==> config.mk <==
export PLATFORM = sky130hd
export DESIGN_NAME = bp_be_issue_queue_nw_flat
export DESIGN_NICKNAME = d
export VERILOG_FILES = /design/src/rtl/bp_be_issue_queue_nw_if.sv /design/src/rtl/bp_be_issue_queue_nw.sv /design/src/flat_wrapper.sv
export SDC_FILE = /design/constraint.sdc
export NUM_CORES = 2
export LEC_CHECK = 0
export ABC_AREA = 1
export CELL_PAD_IN_SITES_DETAIL_PLACEMENT = 2
export CELL_PAD_IN_SITES_GLOBAL_PLACEMENT = 2
export CORE_AREA = 2 2 385 539
export CTS_BUF_LIST = sky130_fd_sc_hd__clkbuf_8
export DETAILED_ROUTE_END_ITERATION = 12
export DIE_AREA = 0 0 387 541
export GPL_TIMING_DRIVEN = 1
export PLACE_DENSITY_LB_ADDON = 0.1
export SLEW_MARGIN = 15
export SYNTH_ARGS = -nofsm -noshare
export SYNTH_HDL_FRONTEND = slang
export SYNTH_SLANG_ARGS = --single-unit
==> constraint.sdc <==
create_clock -name clk_i -period 4.2 [get_ports clk_i]
set_input_delay 0.84 -clock clk_i [delete_from_list [all_inputs] [get_ports clk_i]]
set_output_delay 0.84 -clock clk_i [all_outputs]
set_load 0.1 [all_outputs]
==> src/rtl/bp_be_issue_queue_nw_if.sv <==
// Handshake bundle between the FE-side producer / BE-side consumer and the
// N-wide speculative issue queue.
interface bp_be_issue_queue_nw_if #(
    parameter int width_p      = 2,
    parameter int data_width_p = 64
);
    localparam int cnt_w = $clog2(width_p + 1);

    logic                            clr_v_i;
    logic                            roll_v_i;
    logic [cnt_w-1:0]                commit_cnt_i;
    logic [width_p-1:0]              enq_v_i;
    logic [width_p*data_width_p-1:0] enq_data_i;
    logic                            enq_ready_o;
    logic [width_p*data_width_p-1:0] deq_data_o;
    logic [width_p-1:0]              deq_v_o;
    logic [cnt_w-1:0]                deq_yumi_cnt_i;

    modport master (
        output clr_v_i, roll_v_i, commit_cnt_i, enq_v_i, enq_data_i, deq_yumi_cnt_i,
        input  enq_ready_o, deq_data_o, deq_v_o
    );

    modport slave (
        input  clr_v_i, roll_v_i, commit_cnt_i, enq_v_i, enq_data_i, deq_yumi_cnt_i,
        output enq_ready_o, deq_data_o, deq_v_o
    );
endinterface

==> src/rtl/bp_be_issue_queue_nw.sv <==
// N-wide speculative issue queue: write/read/commit pointers over a circular
// buffer, with roll-back of uncommitted reads and clear of unread entries.
module bp_be_issue_queue_nw #(
    parameter int width_p      = 2,
    parameter int els_p        = 16,
    parameter int data_width_p = 64
) (
    input logic                    clk_i,
    input logic                    reset_i,
    bp_be_issue_queue_nw_if.slave  io
);
    localparam int idx_w = $clog2(els_p);
    localparam int ptr_w = idx_w + 1;
    localparam int cnt_w = $clog2(width_p + 1);

    logic [data_width_p-1:0] mem [els_p];

    logic [ptr_w-1:0] wptr_reg, rptr_reg, cptr_reg;
    logic [ptr_w-1:0] wptr_next, rptr_next, cptr_next;
    logic [ptr_w-1:0] avail, occ, rc_dist;
    logic [ptr_w:0]   free;
    logic             enq_ready;
    logic [width_p-1:0] wr_en;
    logic [idx_w-1:0]   wr_idx [width_p];
    logic [cnt_w-1:0]   n_enq;
    logic [cnt_w-1:0]   deq_cnt;

    // Pointers carry one extra wrap bit so full and empty are distinguishable.
    assign avail   = wptr_reg - rptr_reg;
    assign occ     = wptr_reg - cptr_reg;
    assign rc_dist = rptr_reg - cptr_reg;
    assign free    = (ptr_w+1)'(els_p) - {1'b0, occ};

    // Free space counts from the registered commit pointer only.
    assign enq_ready      = ~io.clr_v_i & (free >= (ptr_w+1)'(width_p));
    assign io.enq_ready_o = enq_ready;

    generate
        for (genvar gi = 0; gi < width_p; gi++) begin : g_lane
            assign wr_en[gi]  = io.enq_v_i[gi] & enq_ready & ~reset_i;
            assign wr_idx[gi] = wptr_reg[idx_w-1:0] + idx_w'(gi);
            assign io.deq_v_o[gi] = ~io.roll_v_i & (avail > ptr_w'(gi));
            assign io.deq_data_o[gi*data_width_p +: data_width_p] =
                mem[rptr_reg[idx_w-1:0] + idx_w'(gi)];
        end
    endgenerate

    always_comb begin
        n_enq   = '0;
        deq_cnt = '0;
        for (int i = 0; i < width_p; i++) begin
            n_enq   = n_enq + cnt_w'(io.enq_v_i[i] & enq_ready);
            deq_cnt = deq_cnt + cnt_w'(io.deq_v_o[i]);
        end
    end

    // A roll takes precedence over consumption; a clear collapses onto the new read pointer.
    always_comb begin
        cptr_next = cptr_reg + ptr_w'(io.commit_cnt_i);
        rptr_next = rptr_reg + ptr_w'(io.deq_yumi_cnt_i);
        wptr_next = wptr_reg + ptr_w'(n_enq);
        if (io.roll_v_i) begin
            rptr_next = cptr_next;
        end
        if (io.clr_v_i) begin
            wptr_next = rptr_next;
        end
    end

    always_ff @(posedge clk_i) begin
        if (reset_i) begin
            wptr_reg <= '0;
            rptr_reg <= '0;
            cptr_reg <= '0;
        end else begin
            wptr_reg <= wptr_next;
            rptr_reg <= rptr_next;
            cptr_reg <= cptr_next;
        end
    end

    always_ff @(posedge clk_i) begin
        for (int i = 0; i < width_p; i++) begin
            if (wr_en[i]) begin
                mem[wr_idx[i]] <= io.enq_data_i[i*data_width_p +: data_width_p];
            end
        end
    end

`ifndef SYNTHESIS
    always_ff @(posedge clk_i) begin
        if (!reset_i) begin
            assert (!$isunknown({io.enq_v_i, io.commit_cnt_i, io.deq_yumi_cnt_i,
                                 io.clr_v_i, io.roll_v_i}));
            assert (rc_dist <= occ);
            assert (occ <= ptr_w'(els_p));
            assert (ptr_w'(io.commit_cnt_i) <= rc_dist);
            assert (io.deq_yumi_cnt_i <= deq_cnt);
            assert ((io.enq_v_i & (io.enq_v_i + width_p'(1))) == '0);
            assert (io.commit_cnt_i <= cnt_w'(width_p));
            assert (io.deq_yumi_cnt_i <= cnt_w'(width_p));
        end
    end
`endif
endmodule

==> src/flat_wrapper.sv <==
// flat-port wrapper written by rule: the top's interface ports become plain ports
module bp_be_issue_queue_nw_flat 
#(
    parameter int width_p      = 2,
    parameter int els_p        = 16,
    parameter int data_width_p = 64
)
  (clk_i, reset_i, io_clr_v_i, io_roll_v_i, io_commit_cnt_i, io_enq_v_i, io_enq_data_i, io_deq_yumi_cnt_i, io_enq_ready_o, io_deq_data_o, io_deq_v_o);
  bp_be_issue_queue_nw_if #(.width_p(width_p), .data_width_p(data_width_p)) io_i ();
  input logic clk_i;
  input logic reset_i;
  input wire logic [$bits(io_i.clr_v_i)-1:0] io_clr_v_i;
  input wire logic [$bits(io_i.roll_v_i)-1:0] io_roll_v_i;
  input wire logic [$bits(io_i.commit_cnt_i)-1:0] io_commit_cnt_i;
  input wire logic [$bits(io_i.enq_v_i)-1:0] io_enq_v_i;
  input wire logic [$bits(io_i.enq_data_i)-1:0] io_enq_data_i;
  input wire logic [$bits(io_i.deq_yumi_cnt_i)-1:0] io_deq_yumi_cnt_i;
  output wire logic [$bits(io_i.enq_ready_o)-1:0] io_enq_ready_o;
  output wire logic [$bits(io_i.deq_data_o)-1:0] io_deq_data_o;
  output wire logic [$bits(io_i.deq_v_o)-1:0] io_deq_v_o;
  assign io_i.clr_v_i = io_clr_v_i;
  assign io_i.roll_v_i = io_roll_v_i;
  assign io_i.commit_cnt_i = io_commit_cnt_i;
  assign io_i.enq_v_i = io_enq_v_i;
  assign io_i.enq_data_i = io_enq_data_i;
  assign io_i.deq_yumi_cnt_i = io_deq_yumi_cnt_i;
  assign io_enq_ready_o = io_i.enq_ready_o;
  assign io_deq_data_o = io_i.deq_data_o;
  assign io_deq_v_o = io_i.deq_v_o;
  bp_be_issue_queue_nw #(.width_p(width_p), .els_p(els_p), .data_width_p(data_width_p)) u_core (.clk_i(clk_i), .reset_i(reset_i), .io(io_i));
endmodule
Yosys cells after proc, flatten, opt, wreduce, memory -nomap -nowiden
Memories as Yosys holds them, arrays and structs flattened. A register that Yosys moved wholly into a read port is not among the register bits.
Cells that the tools add are included.
- flip-flop bits (word level): 15
- RAM bits: 1024
- bits of input ports: 138
- output and inout bits: 131
- word-level logic and storage cells: 35
- memories kept: 1
- memories (name ; words ; width ; read ports ; clocked after memory_dff ; wr ports ; RTL line ; source):
    u_core.mem ; 16 ; 64 ; 2 ; 1 ; 2 ; bp_be_issue_queue_nw.sv:16 ; logic [data_width_p-1:0] mem [els_p];
- add/sub/neg operators: 9
- magnitude comparators: 3
- muxes and demuxes: 7
- bitwise operators: 12
- operators with widths (kind ; number):
    $add A5 B2 Y5 ; 3
    $gt A5 B1 Y1 const B ; 2
    $mux W5 ; 2
    $sub A5 B5 Y5 ; 2
    $and A1 B1 Y1 ; 9
    $add A4 B1 Y4 const B ; 2
    $ge A6 B2 Y1 const B ; 1
    $sub A5 B5 Y6 const A ; 1
    $mux W1 ; 4
    $mux W4 ; 1
    $not A1 Y1 ; 3
    $add A2 B2 Y2 ; 1

Logic depth before layout (Yosys ltp)
- depth in word-level cells: 8
- gate-level depth with buffers: 22
- mapped depth without buffers: 21

Worst setup path after synthesis
OpenSTA, ideal clock, no wires.
- kind: flip-flop to output port
- from: reg, netlist name u_core.rptr_reg[0]
- to: out io_deq_data_o[54]
- arrival time: 3862 ps
- required time: 3360 ps
- path slack: -502 ps
- cell stages (with the launch flop): 10
- buffers on the path: 5
- path through: dfxtp_1 > buf_2 > buf_2 > buf_4 > clkbuf_1 > clkbuf_1 > nand2_1 > o21ai_0 > a211oi_1 > o31ai_1
- RTL lines (item ; RTL line ; source):
    end: declaration ; flat_wrapper.sv:19 ; output wire logic [$bits(io_i.deq_data_o)-1:0] io_deq_data_o;

Final worst setup path
- from: reg u_core.rptr_reg[1]
- to: out io_deq_data_o[67]
- longest elaborated chain between the ends: 2
- ends and longest elaborated chain (item ; RTL line ; source):
    start: declaration ; bp_be_issue_queue_nw.sv:18 ; logic [ptr_w-1:0] wptr_reg, rptr_reg, cptr_reg;
    start signal: assignment ; bp_be_issue_queue_nw.sv:77 ; rptr_reg <= rptr_next;
    $add A4 B1 Y4 ; bp_be_issue_queue_nw.sv:44 ; mem[rptr_reg[idx_w-1:0] + idx_w'(gi)];
    $mem_v2 Z16 W64 ; - ;
No other way between the ends.

==> summary.md <==
| Metric | Value |
|---|---|
| Worst path slowest cell | dfxtp_4 |
| DP Area | 0.0789 mm2 |
| CTS tree | done |
| Post-DP HPWL | 222000 um |
| Outcome | complete, but fails checks |
| Final worst-path cycle share | 1.03 |
| Post-Layout Cell Count | 11800 |
| Predominant post-synthesis flop cell | edfxtp_1 |
| Sequential Power Share | 0.310 |
| Synthesized area per cell | 7.80 um2 |
| CP required | 3360 ps |
| Critical path cell sequence | nand3_2 -> xor2_4 -> buf_4 -> inv_8 -> buf_16 -> o21ai_0 -> o22ai_1 -> buf_4 -> buf_12 |
| Die Wd | 387 um |
| Most frequent CP cell | buf_4 |
| Sequential fraction of the synthesis area | 0.436 |
| Final Total Pwr | between 30 and 40 mW |
| Final hold violations | 0 |
| Max stage delay on crit path | 590 ps |
| Worst Skew | roughly 47 ps |
| Share of cells above drive strength 1 | 0.104 |
| Hold path startpoint | u_core.cptr_reg[2] |
| Die ar. | 0.209 mm2 |
| Register bit count reported by yosys | 1039 |
| DRC violations left | 0 |
| Number of buffers created by CTS | 198 |
| Yosys warns | 0 |
| CTS sink cnt | 1039 |
| Area Overhead vs Synth | 19.1% |
| Drt pass-1 iters | 6 |
| Critical path data arrival time | 3480 ps |
| I/O pins | 269 |
| Final WL | 403000 um |
| Clock share of power | 0.252 |
| TNS Setup | -1700 ps |
| Yosys cell types | 35 |
| Minimum clock period | 4320 ps |
| Max reg flops | 1024 |
| Sw Share | 0.442 |
| Worst slew pin tran | 1240 ps |
| Dpl ws | 327 ps |
| Core area | roughly 0.20 mm2 |
| First DRT Iteration DRCs | just under 7000 |
| Pwr/cell area | 445 mW/mm2 |
| CTS Buffer Depth | 4 |
| First-pass GRT wire length | 567000 um |
| Fmax | approximately 230 MHz |
| Routability cong. | 0.812 |
| Synthesized instance count | 9137 |
| CP Class | reg2out |
| Routed vias/inst | 6.37 |
| Asr flop ratio synth | 0 |
| Final setup fails | 43 |
| Crit path max-delay family | buffers and inverters |
| Hold Buf Count CTS | 0 |
| CP Capture Type | output pin |
| FP Rows | around 200 |
| Headroom to the max-slew limit | 0.170 |
| Syn Nets | 9298 |
| Tot GR Track Use | 0.369 |
| Max FO, Critical Path | 16 |
| H-tree levels | 4 |
| Failing checks | negative setup slack |
| Logic pwr share | 0.437 |
| EDFF count, synth | 1024 |
| CTS clk-pin slew, worst paths | 60 ps |
| # nets final | 9112 |
| Later-pin clock latency in the skew report | 1000 ps |
| Pin count of the biggest net entering global routing | 205 |
| Max cap viols | 0 |
| Initial Util | 0.348 |
| Final Max Tran Viols | 0 |
| Root buffer cell | clkbuf_8 |
| Synth Cell Area | ~0.071 mm2 |
| Startpoint Class | register |
| Antenna Violating Nets Remaining | 0 |
| Vias in the first global route | 79800 |
| Grt ovf | 0 |
| Die H | 541 um |
| Min-Delay Path Class | reg2reg |
| Peak supply drop | 483 uV |
| Buffer and inverter count on the worst path | 5 |
| Worst Slack Setup Final | -124 ps |
| Initial antenna violation count | 30 |
| Buffers on Ports | 268 |
| Final instance area | 0.0849 mm2 |
| Leak | 30.9 nW |
| Fillers | 22600 |
| Worst setup path start | u_core.rptr_reg[1] |
| Via count | ~75000 |
| WL/cell | about 34 um |
| Unrepaired setup endpoints after global routing | yes |
| R2r startpoint | u_core.wptr_reg[0] |
| Psw | 16.7 mW |
| Cells after DPL | between 10000 and 15000 |
| Cell internal pwr | 21.0 mW |
## Yosys cell counts (63+ instances only)
cell type / n / area (um2)
o22ai_1: 63 / 394
buf_2: 184 / 921
a211oi_1: 99 / 743
edfxtp_1: 1024 / 30700
o21bai_1: 1024 / 7690
a21oi_1: 694 / 3470
nand3_1: 1167 / 5840
inv_1: 620 / 2330
o31ai_1: 72 / 541
o21ai_0: 1063 / 5320
clkbuf_1: 663 / 2490
nor2_1: 427 / 1600
o211ai_1: 123 / 923
nand2_1: 1582 / 5940
buf_1: 144 / 541
buf_4: 65 / 488
## cell type report
class	count	area, um2	share of cell area
Multi-Input combinational cell	6398	34500	0.407
Sequential cell	1039	31100	0.366
Timing Repair Buffer	675	10000	0.118
Tap cell	2686	3360	0.0396
Clock buffer	201	2770	0.0326
Inverter	638	2540	0.0300
Clock inverter	139	571	0.00672
Antenna cell	22	55.1	0.000649
Timing Repair inverter	1	8.76	0.000103
## worst register-to-register path: stages, from the launching register on
cell,delay (ps)
dfxtp_1,340
inv_1,60
ha_1,210
fa_1,560
ha_1,210
nand3_1,110
nor2_1,110
nand2_1,110
nand3_2,140
nand3_2,120
nor2_4,690
nand2_1,330
nand2_8,520
buf_12,290
## worst paths after layout
kind         cells past startpoint  slack (ps)            endpoint
max                              9        -120   io_deq_data_o[67]
min                              2         560  u_core.cptr_reg[2]
max reg2reg                     13          90   u_core.mem[9][31]
min reg2reg                      2         560  u_core.cptr_reg[2]
## through the flow
stage                     hold WS (ps)   util
after global routing               597  0.414
final                              562  0.414
after global placement             512  0.385
after floorplan                    490      -
after detailed placement           551  0.385
after CTS                          567  0.412
## power groups by stage
stage | clock [mW] | combinational [mW] | sequential, mW
finish | 9.53 | 16.5 | 11.7
floorplan | 0 | 8.45 | 11.9
detailed placement | 0 | 14.9 | 11.9
global placement | 0 | 14.6 | 11.9
CTS | 9.61 | 16.0 | 11.7
global route | 9.96 | 17.0 | 11.7
## layer usage
metal	up-vias	wire, um	GRT usage
met5	-	33	0
met4	6	25300	0.223
met3	1096	27700	0.0499
met2	3382	195000	0.633
met1	39100	155000	0.439
li1	31500	-	-
## what timing repair did
| action | in CTS | in global routing |
|---|---|---|
| buffers inserted | 33 | 2 |
| resized for setup | 238 | 148 |
| pin swaps | 25 | 34 |
| cloned | 27 | 10 |
| endpoints found under the setup margin | 129 | 103 |
## cell families after synthesis
kind of cell | after synthesis | share of synthesized area
buf+inv | 1700 | 0.0968
simple gates | 3183 | 0.189
xor+xnor | 13 | 0.00160
compound gates | 3179 | 0.273
fa+ha+maj | 23 | 0.00457
flops | 1039 | 0.436
## cell usage in the layout (no fill, tap or decap), types with 18 or more instances in the layout
| master | instances |
|---|---|
| a211oi_1 | 97 |
| a21oi_1 | 680 |
| a311oi_1 | 33 |
| buf_12 | 247 |
| buf_16 | 42 |
| buf_4 | 190 |
| buf_6 | 29 |
| clkbuf_8 | 201 |
| clkdlybuf4s50_1 | 137 |
| clkinv_1 | 52 |
| diode_2 | 22 |
| edfxtp_1 | 1024 |
| inv_1 | 692 |
| inv_6 | 19 |
| nand2_1 | 1565 |
| nand3_1 | 1166 |
| nor2_1 | 411 |
| o211ai_1 | 123 |
| o21ai_0 | 870 |
| o21ai_1 | 172 |
| o21ai_2 | 18 |
| o21bai_1 | 1024 |
| o22ai_2 | 40 |
| o31ai_1 | 36 |
| o31ai_2 | 27 |
No activity file was read; power rests on OpenSTA's default activity.
